[src/rtl/pl_hazard_ctrl.sv]
// rtl/pl_hazard_ctrl.sv - 5-stage pipeline hazard, forwarding and data-memory handshake controller
module pl_hazard_ctrl #(
    parameter int MEM_TIMEOUT = 255,
    parameter int CNT_W       = 16
) (
    input  logic             clk,
    input  logic             rst,
    input  logic [4:0]       rs1_addrd,
    input  logic [4:0]       rs2_addrd,
    input  logic [4:0]       rs1_addre,
    input  logic [4:0]       rs2_addre,
    input  logic [4:0]       wr_addre,
    input  logic [1:0]       result_sgne,
    input  logic [4:0]       wr_addrm,
    input  logic             regwr_sgnm,
    input  logic [1:0]       result_sgnm,
    input  logic             memwr_sgnm,
    input  logic [4:0]       wr_addrw,
    input  logic             regwr_sgnw,
    input  logic             pcsrce,
    input  logic             dmem_ready,
    output logic             dmem_req,
    output logic             stallf,
    output logic             stalld,
    output logic             stalle,
    output logic             stallm,
    output logic             flushd,
    output logic             flushe,
    output logic             flushw,
    output logic [1:0]       forward_ae,
    output logic [1:0]       forward_be,
    output logic             mem_err,
    output logic [CNT_W-1:0] stall_cycles
);

    localparam int WCNT_W = $clog2(MEM_TIMEOUT + 1);
    localparam logic [WCNT_W-1:0] WAIT_LAST = WCNT_W'(MEM_TIMEOUT - 1);

    typedef enum logic {
        IDLE,
        MEM_WAIT
    } state_t;

    state_t            state_q, state_d;
    logic [WCNT_W-1:0] wait_cnt_q, wait_cnt_d;
    logic              mem_err_q, mem_err_d;
    logic [CNT_W-1:0]  stall_cnt_q, stall_cnt_d;

    logic mem_acc;
    logic req;
    logic timeout_now;
    logic mem_stall;
    logic lw_stall;

    // A later stage writing a non-zero rd that the EX operand reads; MEM wins over WB.
    function automatic logic [1:0] fwd_sel(input logic [4:0] rs);
        if (regwr_sgnm && (wr_addrm != 5'd0) && (wr_addrm == rs)) begin
            return 2'b10;
        end else if (regwr_sgnw && (wr_addrw != 5'd0) && (wr_addrw == rs)) begin
            return 2'b01;
        end
        return 2'b00;
    endfunction

    assign mem_acc = memwr_sgnm | (result_sgnm == 2'b01);

    // Memory access sequencer: next state, wait counter, timeout and request.
    always_comb begin
        state_d     = state_q;
        wait_cnt_d  = wait_cnt_q;
        mem_err_d   = mem_err_q;
        req         = 1'b0;
        timeout_now = 1'b0;
        case (state_q)
            IDLE: begin
                req = mem_acc;
                if (mem_acc && !dmem_ready) begin
                    state_d    = MEM_WAIT;
                    wait_cnt_d = WCNT_W'(1);
                end
            end
            MEM_WAIT: begin
                req = 1'b1;
                if (dmem_ready) begin
                    state_d    = IDLE;
                    wait_cnt_d = '0;
                end else if (wait_cnt_q == WAIT_LAST) begin
                    // Abandon the access; the pipe moves on as if it completed.
                    timeout_now = 1'b1;
                    state_d     = IDLE;
                    wait_cnt_d  = '0;
                    mem_err_d   = 1'b1;
                end else begin
                    wait_cnt_d = wait_cnt_q + WCNT_W'(1);
                end
            end
            default: begin
                state_d    = IDLE;
                wait_cnt_d = '0;
            end
        endcase
    end

    // Stall/flush/forward decode; a memory stall freezes everything and bubbles WB.
    always_comb begin
        mem_stall  = req & ~dmem_ready & ~timeout_now;
        lw_stall   = (result_sgne == 2'b01) && (wr_addre != 5'd0) &&
                     ((wr_addre == rs1_addrd) || (wr_addre == rs2_addrd));
        dmem_req   = ~rst & req;
        stallf     = ~rst & (mem_stall | lw_stall);
        stalld     = ~rst & (mem_stall | lw_stall);
        stalle     = ~rst & mem_stall;
        stallm     = ~rst & mem_stall;
        flushw     = ~rst & mem_stall;
        flushe     = ~rst & ~mem_stall & (lw_stall | pcsrce);
        flushd     = ~rst & ~mem_stall & pcsrce;
        forward_ae = rst ? 2'b00 : fwd_sel(rs1_addre);
        forward_be = rst ? 2'b00 : fwd_sel(rs2_addre);
    end

    // Saturating count of cycles the front end was held.
    always_comb begin
        stall_cnt_d = stall_cnt_q;
        if (stallf && (stall_cnt_q != {CNT_W{1'b1}})) begin
            stall_cnt_d = stall_cnt_q + CNT_W'(1);
        end
    end

    // State, counters and sticky error register.
    always_ff @(posedge clk or posedge rst) begin
        if (rst) begin
            state_q     <= IDLE;
            wait_cnt_q  <= '0;
            mem_err_q   <= 1'b0;
            stall_cnt_q <= '0;
        end else begin
            state_q     <= state_d;
            wait_cnt_q  <= wait_cnt_d;
            mem_err_q   <= mem_err_d;
            stall_cnt_q <= stall_cnt_d;
        end
    end

    assign mem_err      = mem_err_q;
    assign stall_cycles = stall_cnt_q;

endmodule

[config.mk]
export PLATFORM = sky130hd
export DESIGN_NAME = pl_hazard_ctrl
export DESIGN_NICKNAME = d
export VERILOG_FILES = /design/src/rtl/pl_hazard_ctrl.sv
export SDC_FILE = /design/constraint.sdc
export NUM_CORES = 1
export LEC_CHECK = 0
export CAP_MARGIN = 40
export CORE_ASPECT_RATIO = 0.9
export CORE_MARGIN = 1
export CORE_UTILIZATION = 30
export DETAILED_ROUTE_END_ITERATION = 8
export GPL_ROUTABILITY_DRIVEN = 0
export SLEW_MARGIN = 20
export SYNTH_ARGS = -nofsm -noshare
export SYNTH_HDL_FRONTEND = slang
export SYNTH_SLANG_ARGS = --single-unit
export TNS_END_PERCENT = 1
[constraint.sdc]
create_clock -name clk -period 2.8 [get_ports clk]
set_input_delay 0.28 -clock clk [delete_from_list [all_inputs] [get_ports clk]]
set_output_delay 0.28 -clock clk [all_outputs]
set_load 0.01 [all_outputs]
== Word level (Yosys, flattened, before mapping) ==
Cells that the tools add are included.
Storage, ports and cells
  bits of input ports: 46
  logic and storage cells: 73
  flip-flop bits (word level): 26
Operators by class
  mux-type cells: 24
  add/sub/neg operators: 2
  equal/unequal tests: 11
  reduce and logical (&&, ||, !) cells: 16
  bitwise operators: 16
Operators with widths (count)
  $eq 5x5->1: 6
  $mux 8: 3
  $add 16x1->16 const B: 1
  $mux 2: 8
  $ne 16x16->1 const B: 1
  $pmux 8 s2: 1
  $reduce_bool 5->1: 3
  $logic_and 1x1->1: 10
  $mux 1: 10
  $add 8x1->8 const B: 1
  $and 1x1->1: 8
  $eq 8x8->1 const B: 1
  $not 1->1: 5
  $eq 2x1->1 const B: 2
  $pmux 1 s2: 2
  $or 1x1->1: 3
  $reduce_and 3->1: 1
  $ne 2x2->1 const B: 1
  $logic_not 1->1: 1
  $logic_or 1x1->1: 1

== Logic depth before layout (Yosys ltp) ==
Gate-level depths: netlist (run 1).
  depth in word-level cells: 9
  mapped depth: 8

== Worst setup path before layout (run 1) ==
OpenSTA, ideal clock, no wires.
  path kind: input port to output port
  start point: input port rst
  end point: output port forward_ae[0]
  path buffers: 1
  data arrival time: 2.170 ns
  setup slack: 0.350 ns
  stages: 5
  data required time: 2.520 ns
  cells stage by stage: clkbuf_1 inv_1 o211ai_1 or4_1 nor4_1
Between the ends
  word-level cells in the longest chain between the ends: 1
RTL lines
  from (decl): RTL line 7  | input logic rst,
  $mux 2: RTL line 117  | forward_ae = rst ? 2'b00 : fwd_sel(rs1_addre);
  to (decl): RTL line 30  | output logic [1:0] forward_ae,
Every way passes these cells.

== Worst setup path after layout (run 1) ==
  start point: input port wr_addrm[1]
  end point: output port forward_be[0]
Between the ends
  word-level cells in the longest chain between the ends: 6
  elaborated cells between the ends (all ways): 8
  those cells by class: eq/ne (1); mux (4); reduce/logical (3)
RTL lines
  from (decl): RTL line 14  | input logic [4:0] wr_addrm,
  $reduce_bool 5->1: RTL line 57  | if (regwr_sgnm && (wr_addrm != 5'd0) && (wr_addrm == rs)) begin
  $logic_and 1x1->1: RTL line 57
  $logic_and 1x1->1 *: RTL line 57
  $mux 2 / $mux 1 (equally long branches): RTL line 57
  $mux 2 *: RTL line 62  | return 2'b00;
  $mux 2 *: RTL line 118  | forward_be = rst ? 2'b00 : fwd_sel(rs2_addre);
  to (decl): RTL line 31  | output logic [1:0] forward_be,
Mark *: on every way between the ends. The rest lies on a longest branch, timed or not.

==> results of run 1 <==
per-layer routing:
layer  routed length [um]  share of wire (%)  global-route usage, %
met5                    0                  0                      0
met3                  470                 10                   5.12
met1                 2010                 44                   18.1
met4                   14               0.31                   2.24
met2                 2030                 45                   26.0
kinds of logic (layout without fill, tap and decap cells):
kind of cell,count (synthesis),count (layout),share of synthesized area (%)
buf+inv,13,93,3.71
compound gates,26,26,11.0
simple gates,78,78,24.7
fa+ha+maj,3,3,2.06
xor+xnor,45,45,21.6
flops,26,26,35.7
mux,2,2,1.24
final cells by class:
cell class	count	share of cell area, %
clock buffer	3	1.51
inverter	6	0.825
multi-input combinational	154	40.7
sequential	26	23.8
tap	70	3.21
timing repair buffer	84	30.0
how the worst min path moves through the flow:
stage                     endpoint  slack, ns  depth (start not counted)
2_1_floorplan    state_q$_DFF_PP0_       0.36                          1
3_3_place_gp   mem_err$_DFFE_PP0P_       0.46                          1
3_5_place_dp   mem_err$_DFFE_PP0P_       0.46                          1
4_1_cts        mem_err$_DFFE_PP0P_       0.48                          1
5_1_grt        mem_err$_DFFE_PP0P_       0.51                          1
6_report       mem_err$_DFFE_PP0P_       0.47                          1
state kept, by name, indices dropped and copies added, names as in the netlist:
| register | flops |
|---|---|
| mem_err | 1 |
| state_q | 1 |
| stall_cycles | 16 |
| wait_cnt_q | 8 |
critical path, delay by kind of cell:
family          cells  cell delay, ns
buf+inv             3            1.14
compound gates      1            0.15
simple gates        3            0.87
stage by stage:
stage	utilization [%]	area (um2)	setup WS (ns)	TNS, ns
after floorplan	-	1820	0.350	0
after detailed placement	46.5	2680	0.0532	0
after global placement	46.5	2680	0.0274	0
after CTS	47.3	2720	0.0306	0
after global routing	47.4	2730	-0.0477	-0.0477
final	47.4	2730	0.0767	0
power groups by stage:
stage          Combinational (mW)  Sequential (mW)  Clock (mW)
3_5_place_dp                0.396            0.495           0
3_3_place_gp                0.391            0.496           0
5_1_grt                     0.435            0.497       0.237
2_1_floorplan               0.160            0.506           0
6_report                    0.394            0.488       0.208
4_1_cts                     0.399            0.488       0.222
synth_stat cells, drive strengths merged, types with 2 or more instances:
cell / instances
xor2: 22
nor4: 12
nand2b: 2
nor4b: 2
ha: 3
o31ai: 3
nor3b: 3
nor2: 11
and4: 2
nand3: 11
dfrtp: 26
inv: 6
o21ai: 11
buf: 4
clkbuf: 3
or4: 6
a211oi: 2
nand4: 3
xnor2: 23
nor3: 7
nand2: 13
a21oi: 5
nor2b: 2
mux2: 2
==> results.md, run 1 <==
- Outcome: finished with violations
- Failing checks: design-rule violations
- Starting Density: 31.6%
- Syn_nets: 242
- Fin cells: 343
- RSZ-0062 raised after global routing: yes
- Reg-to-reg slack, setup: 0.62 ns
- Number of enable flip-flop cells after synthesis: 0
- Rows: 26
- Most frequent cells in the layout: clkdlybuf4s50_1 (73), dfrtp_1 (26), xnor2_1 (23)
- Area Overhead vs Synth: 49.9%
- Async SR Flop Fraction: 100%
- Worst r2r path cells: 8
- Clock slew at reported path FFs: ~0.090 ns
- Leading cell type in the layout, fill and taps excluded: clkdlybuf4s50_1
- Avg WL per Cell: 13.2 um
- Hold crit path type: flop to flop
- Final hold vios: 0
- Total internal power: 0.749 mW
- CP Launch Point: wr_addrm[1]
- Count of buffers from port buffering: 74
- Crit path required time: ~2.5 ns
- Final setup fails: 0
- CP endpoint kind: primary output
- Combinational fraction of design power: 36.2%
- DR vias: 1700
- Library cells used by synthesis: 38
- Full die area: 6390 um2
- Sequential Area: 651 um2
- MaxCap Viol Count: 0
- Final Max Slew Viols: 0
- Clock Power Share: 19.1%
- Slowest CP cell: clkdlybuf4s50_1
- Vias in the first global route: 1793
- Fill cells: 556
- Detailed Route WL: 4.53 mm
- Worst slew margin: 66.1%
- Largest net degree at the start of global routing: 29
- Drt first-iter violations: 96
- Hold_buf cts: 0
- Routed Antenna Nets: 0
- Startpoint Class: input port
- Setup CP Type: input port to primary output
- Skew final: approximately 0.0031 ns
- Synth Warn #: 0
- Switching pwr: approximately 0.34 mW
- Die Width: 84.1 um
- Most used cell along the critical path: clkdlybuf4s50_1
- Crit-path cells: clkdlybuf4s50_1, or4_1, o21ai_0, buf_4, nor3_1, nor4_1, clkdlybuf4s50_1
- Layout cells sized above 1: roughly a tenth
- Portion of total power attributed to sequential cells: 44.8%
- H-Tree Depth: 1
- Min-delay src: mem_err$_DFFE_PP0P_
- # DRC: 16
- Top Ports: 75
- CP max FO: 3
- Worst Max-Slew Pin Slew: 0.505 ns
- CP peak stage delay: 0.59 ns
- Diode count: 0
- CTS buffer count: 3
- DRT Pass-1 Iters: 6
- Post-CTS Setup Inserts: 0
- CTS root buffer: clkbuf_8
- CTS tree: yes
- Via/cell ratio: just under 5
- First-pass GRT wire length: 7.91 mm
- Peak Freq: about 370 MHz
- Synth Instances: between 150 and 200
- #FFs+latches synth: 26
- Footprint of the multi-input gates: 1110 um2
- Clk buf depth: 2
- Area fraction of the dominant cell type after synthesis: 35.7%
- Nets@finish: roughly 320
- Antenna violations before repair: 0
- Detailed Place HPWL: 3.62 mm
- Cell area after synthesis: approximately 1800 um2
- Design Power: 1.09 mW
- Post-CTS sizing: 0
- PwrDens: roughly 400 nW/um2
- Global-route usage over all layers: between 10 and 15%
- Peak supply drop: 337 uV
- Hold WS: 0.474 ns
- Sw Share: between 30 and 40%
- R2R Path Start: wait_cnt_q[0]$_DFFE_PP0P_
- CORE AREA: 5760 um2
- Most used DFF post-synth: dfrtp_1
- Tcrit/Tclk final: 97.3%
- Final Critical Period: between 2 and 3 ns
- Crit path to: forward_be[0]
- Synth top area cells: dfrtp_1 (36%), xnor2_1 (11%), xor2_1 (11%), nor4_1 (3.8%), nand3_1 (3.0%)
- CTS Sinks: 26
- Cell taking the most area after synthesis: dfrtp_1
- Cells after DPL: between 300 and 400
- Pleak: ~1.1 nW
- Worst-skew pair later-pin latency: between 0.2 and 0.3 ns
- Sequential fraction of the synthesis area: between 30 and 40%
- Grt total ovfl: 0
- Arr. time, crit path: 2.44 ns
- Die height: ~76 um
- RR Endpoint: stall_cycles[6]$_DFFE_PP0P_
- Mean Syn Cell Area: 9.44 um2
Note: power is estimated with default switching activity, not from simulation.
==> inputs of run 2 (changes only) <==
- clock period: 2.8 -> 3.1 ns (I/O delays scaled with it)
==> results.md, run 2 (synthesis gave the netlist of run 1 again) <==
- Outcome: finished with violations
- Failing checks: design-rule violations
- Worst Max-Slew Pin Slew: ~0.54 ns
- Hold crit path type: flop to flop
- Final Critical Period: 2.92 ns
- RSZ-0062 raised after global routing: no
- Area Overhead vs Synth: 48.6%
- Peak Freq: 342 MHz
- Top Ports: 75
- CP peak stage delay: 0.60 ns
- First-pass GRT wire length: approximately 7.6 mm
- Antenna violations before repair: 0
- Drt first-iter violations: 112
- Setup TNS: 0 ns
- Global-route usage over all layers: 14.4%
- Hold WS: 0.487 ns
- Fill cells: 571
- Grt total ovfl: 0
- Die height: 75.9 um
- Worst-skew pair later-pin latency: between 0.2 and 0.3 ns
- Final Max Slew Viols: 0
- DR vias: between 1500 and 2000
- Clock slew at reported path FFs: 0.09 ns
- # DRC: 17
- Crit-path cells: clkdlybuf4s50_1, or4_1, o21ai_0, nor3_1, nor4_1, clkdlybuf4s50_1
- Clk buf depth: 2
- Worst path top cell family by delay: buffers and inverters
- Detailed Place HPWL: 3.56 mm
- Detailed Route WL: about 4.5 mm
- Skew final: around 0.0084 ns
- Post-CTS sizing: 0
- Layout cells sized above 1: ~7.5%
- Max FFs per register: 16
- PwrDens: slightly below 400 nW/um2
- Area of placed instances: 2640 um2
- CTS buffer count: 3
- DP Worst Slack: 0.156 ns
- Hold_buf cts: 0
- Final hold vios: 0
- Crit path buffers/inverters: 2
- DRT Pass-1 Iters: 6
- Arr. time, crit path: 2.61 ns
- CORE AREA: between 5000 and 6000 um2
- Peak supply drop: 268 uV
- Post-CTS Setup Inserts: 0
- Startpoint Class: input port
- Die Width: 84.1 um
- Post-route setup slack: 0.178 ns
- Via/cell ratio: slightly below 5
- Avg WL per Cell: roughly 13 um
- Fin area: roughly 2700 um2
- Full die area: 6390 um2
- Diode count: 0
- Crit path required time: about 2.8 ns
- Cells after DPL: 334
- MaxCap Viol Count: 0
- Most used cell along the critical path: clkdlybuf4s50_1
- CP max FO: 3
- Slowest CP cell: clkdlybuf4s50_1
- Pleak: 1.07 nW
- Largest net degree at the start of global routing: 29
- CTS Sinks: 26
- Leading cell type in the layout, fill and taps excluded: clkdlybuf4s50_1
- Setup CP Type: input port to primary output
- Count of buffers from port buffering: 74
- Worst slew margin: 63.9%
- Final setup fails: 0
- Fin cells: 338
- Nets@finish: 318
- Tcrit/Tclk final: 94.3%
- H-Tree Depth: 1
- CTS root buffer: clkbuf_8
- Routed Antenna Nets: 0
- CTS tree: yes
- Starting Density: 31.6%
- Vias in the first global route: 1683
- Rows: 26
- CP endpoint kind: primary output
- Most frequent cells in the layout: clkdlybuf4s50_1 (74), dfrtp_1 (26), xnor2_1 (23)
-- run 2: cell types whose count changed in the layout (fill, tap and decap cells not counted) --
cell,delta
nor4_2,-1
bufinv_16,+1
dlymetal6s2s_1,-1
buf_4,-6
nor4_1,+1
clkdlybuf4s50_1,+1
-- run 2: path summary, 6_finish.rpt --
check / from / endpoint / slack, ns / depth (start not counted)
worst max-delay path: wr_addrm[1] / forward_ae[0] / 0.18 / 6
worst min-delay path: mem_err$_DFFE_PP0P_ / mem_err$_DFFE_PP0P_ / 0.49 / 1
worst max register to register: wait_cnt_q[0]$_DFFE_PP0P_ / stall_cycles[6]$_DFFE_PP0P_ / 0.96 / 8
worst min register to register: mem_err$_DFFE_PP0P_ / mem_err$_DFFE_PP0P_ / 0.49 / 1
max in group asynchronous: rst / stall_cycles[8]$_DFFE_PP0P_ / 2.29 / 3
min in group asynchronous: rst / stall_cycles[4]$_DFFE_PP0P_ / 0.53 / 3
-- run 2: stage by stage --
| step | util (%) | power, mW |
|---|---|---|
| 2_1_floorplan | - | 0.602 |
| 3_3_place_gp | 45.8 | 0.797 |
| 3_5_place_dp | 45.8 | 0.797 |
| 4_1_cts | 47.0 | 1.09 |
| 5_1_grt | 47.0 | 1.14 |
| 6_report | 47.0 | 1.07 |
-- run 2: metal layers --
metal / up-vias / share of wire [%] / GRT usage [%] / wire [um]
met5: - / 0 / 0 / 0
met4: 0 / 0.18 / 2.41 / 8
met3: 2 / 10 / 4.47 / 458
met2: 69 / 44 / 23.4 / 1980
met1: 753 / 45 / 19.0 / 2040
li1: 841 / - / - / -
-- run 2: where the power goes --
group	total, mW	switching (mW)	internal [mW]
clock network	0.284	0.111	0.173
registers	0.440	0.0566	0.384
logic	0.348	0.147	0.201
-- run 2: worst register-to-register path: cells and delay by family, from the launching register on --
kind / cells / cell delay, ns
simple gates: 2 / 0.41
compound gates: 2 / 0.41
flops: 1 / 0.40
mux: 1 / 0.36
buf+inv: 2 / 0.27
fa+ha+maj: 1 / 0.19
-- run 2: cell type report --
class	count	area [um2]	share of cell area (%)
Multi-Input combinational cell	154	1100	40.8
Timing Repair Buffer	78	771	28.5
Sequential cell	26	651	24.0
Tap cell	70	87.6	3.24
Clock buffer	3	41.3	1.53
Clock inverter	1	30.0	1.11
Inverter	6	22.5	0.832
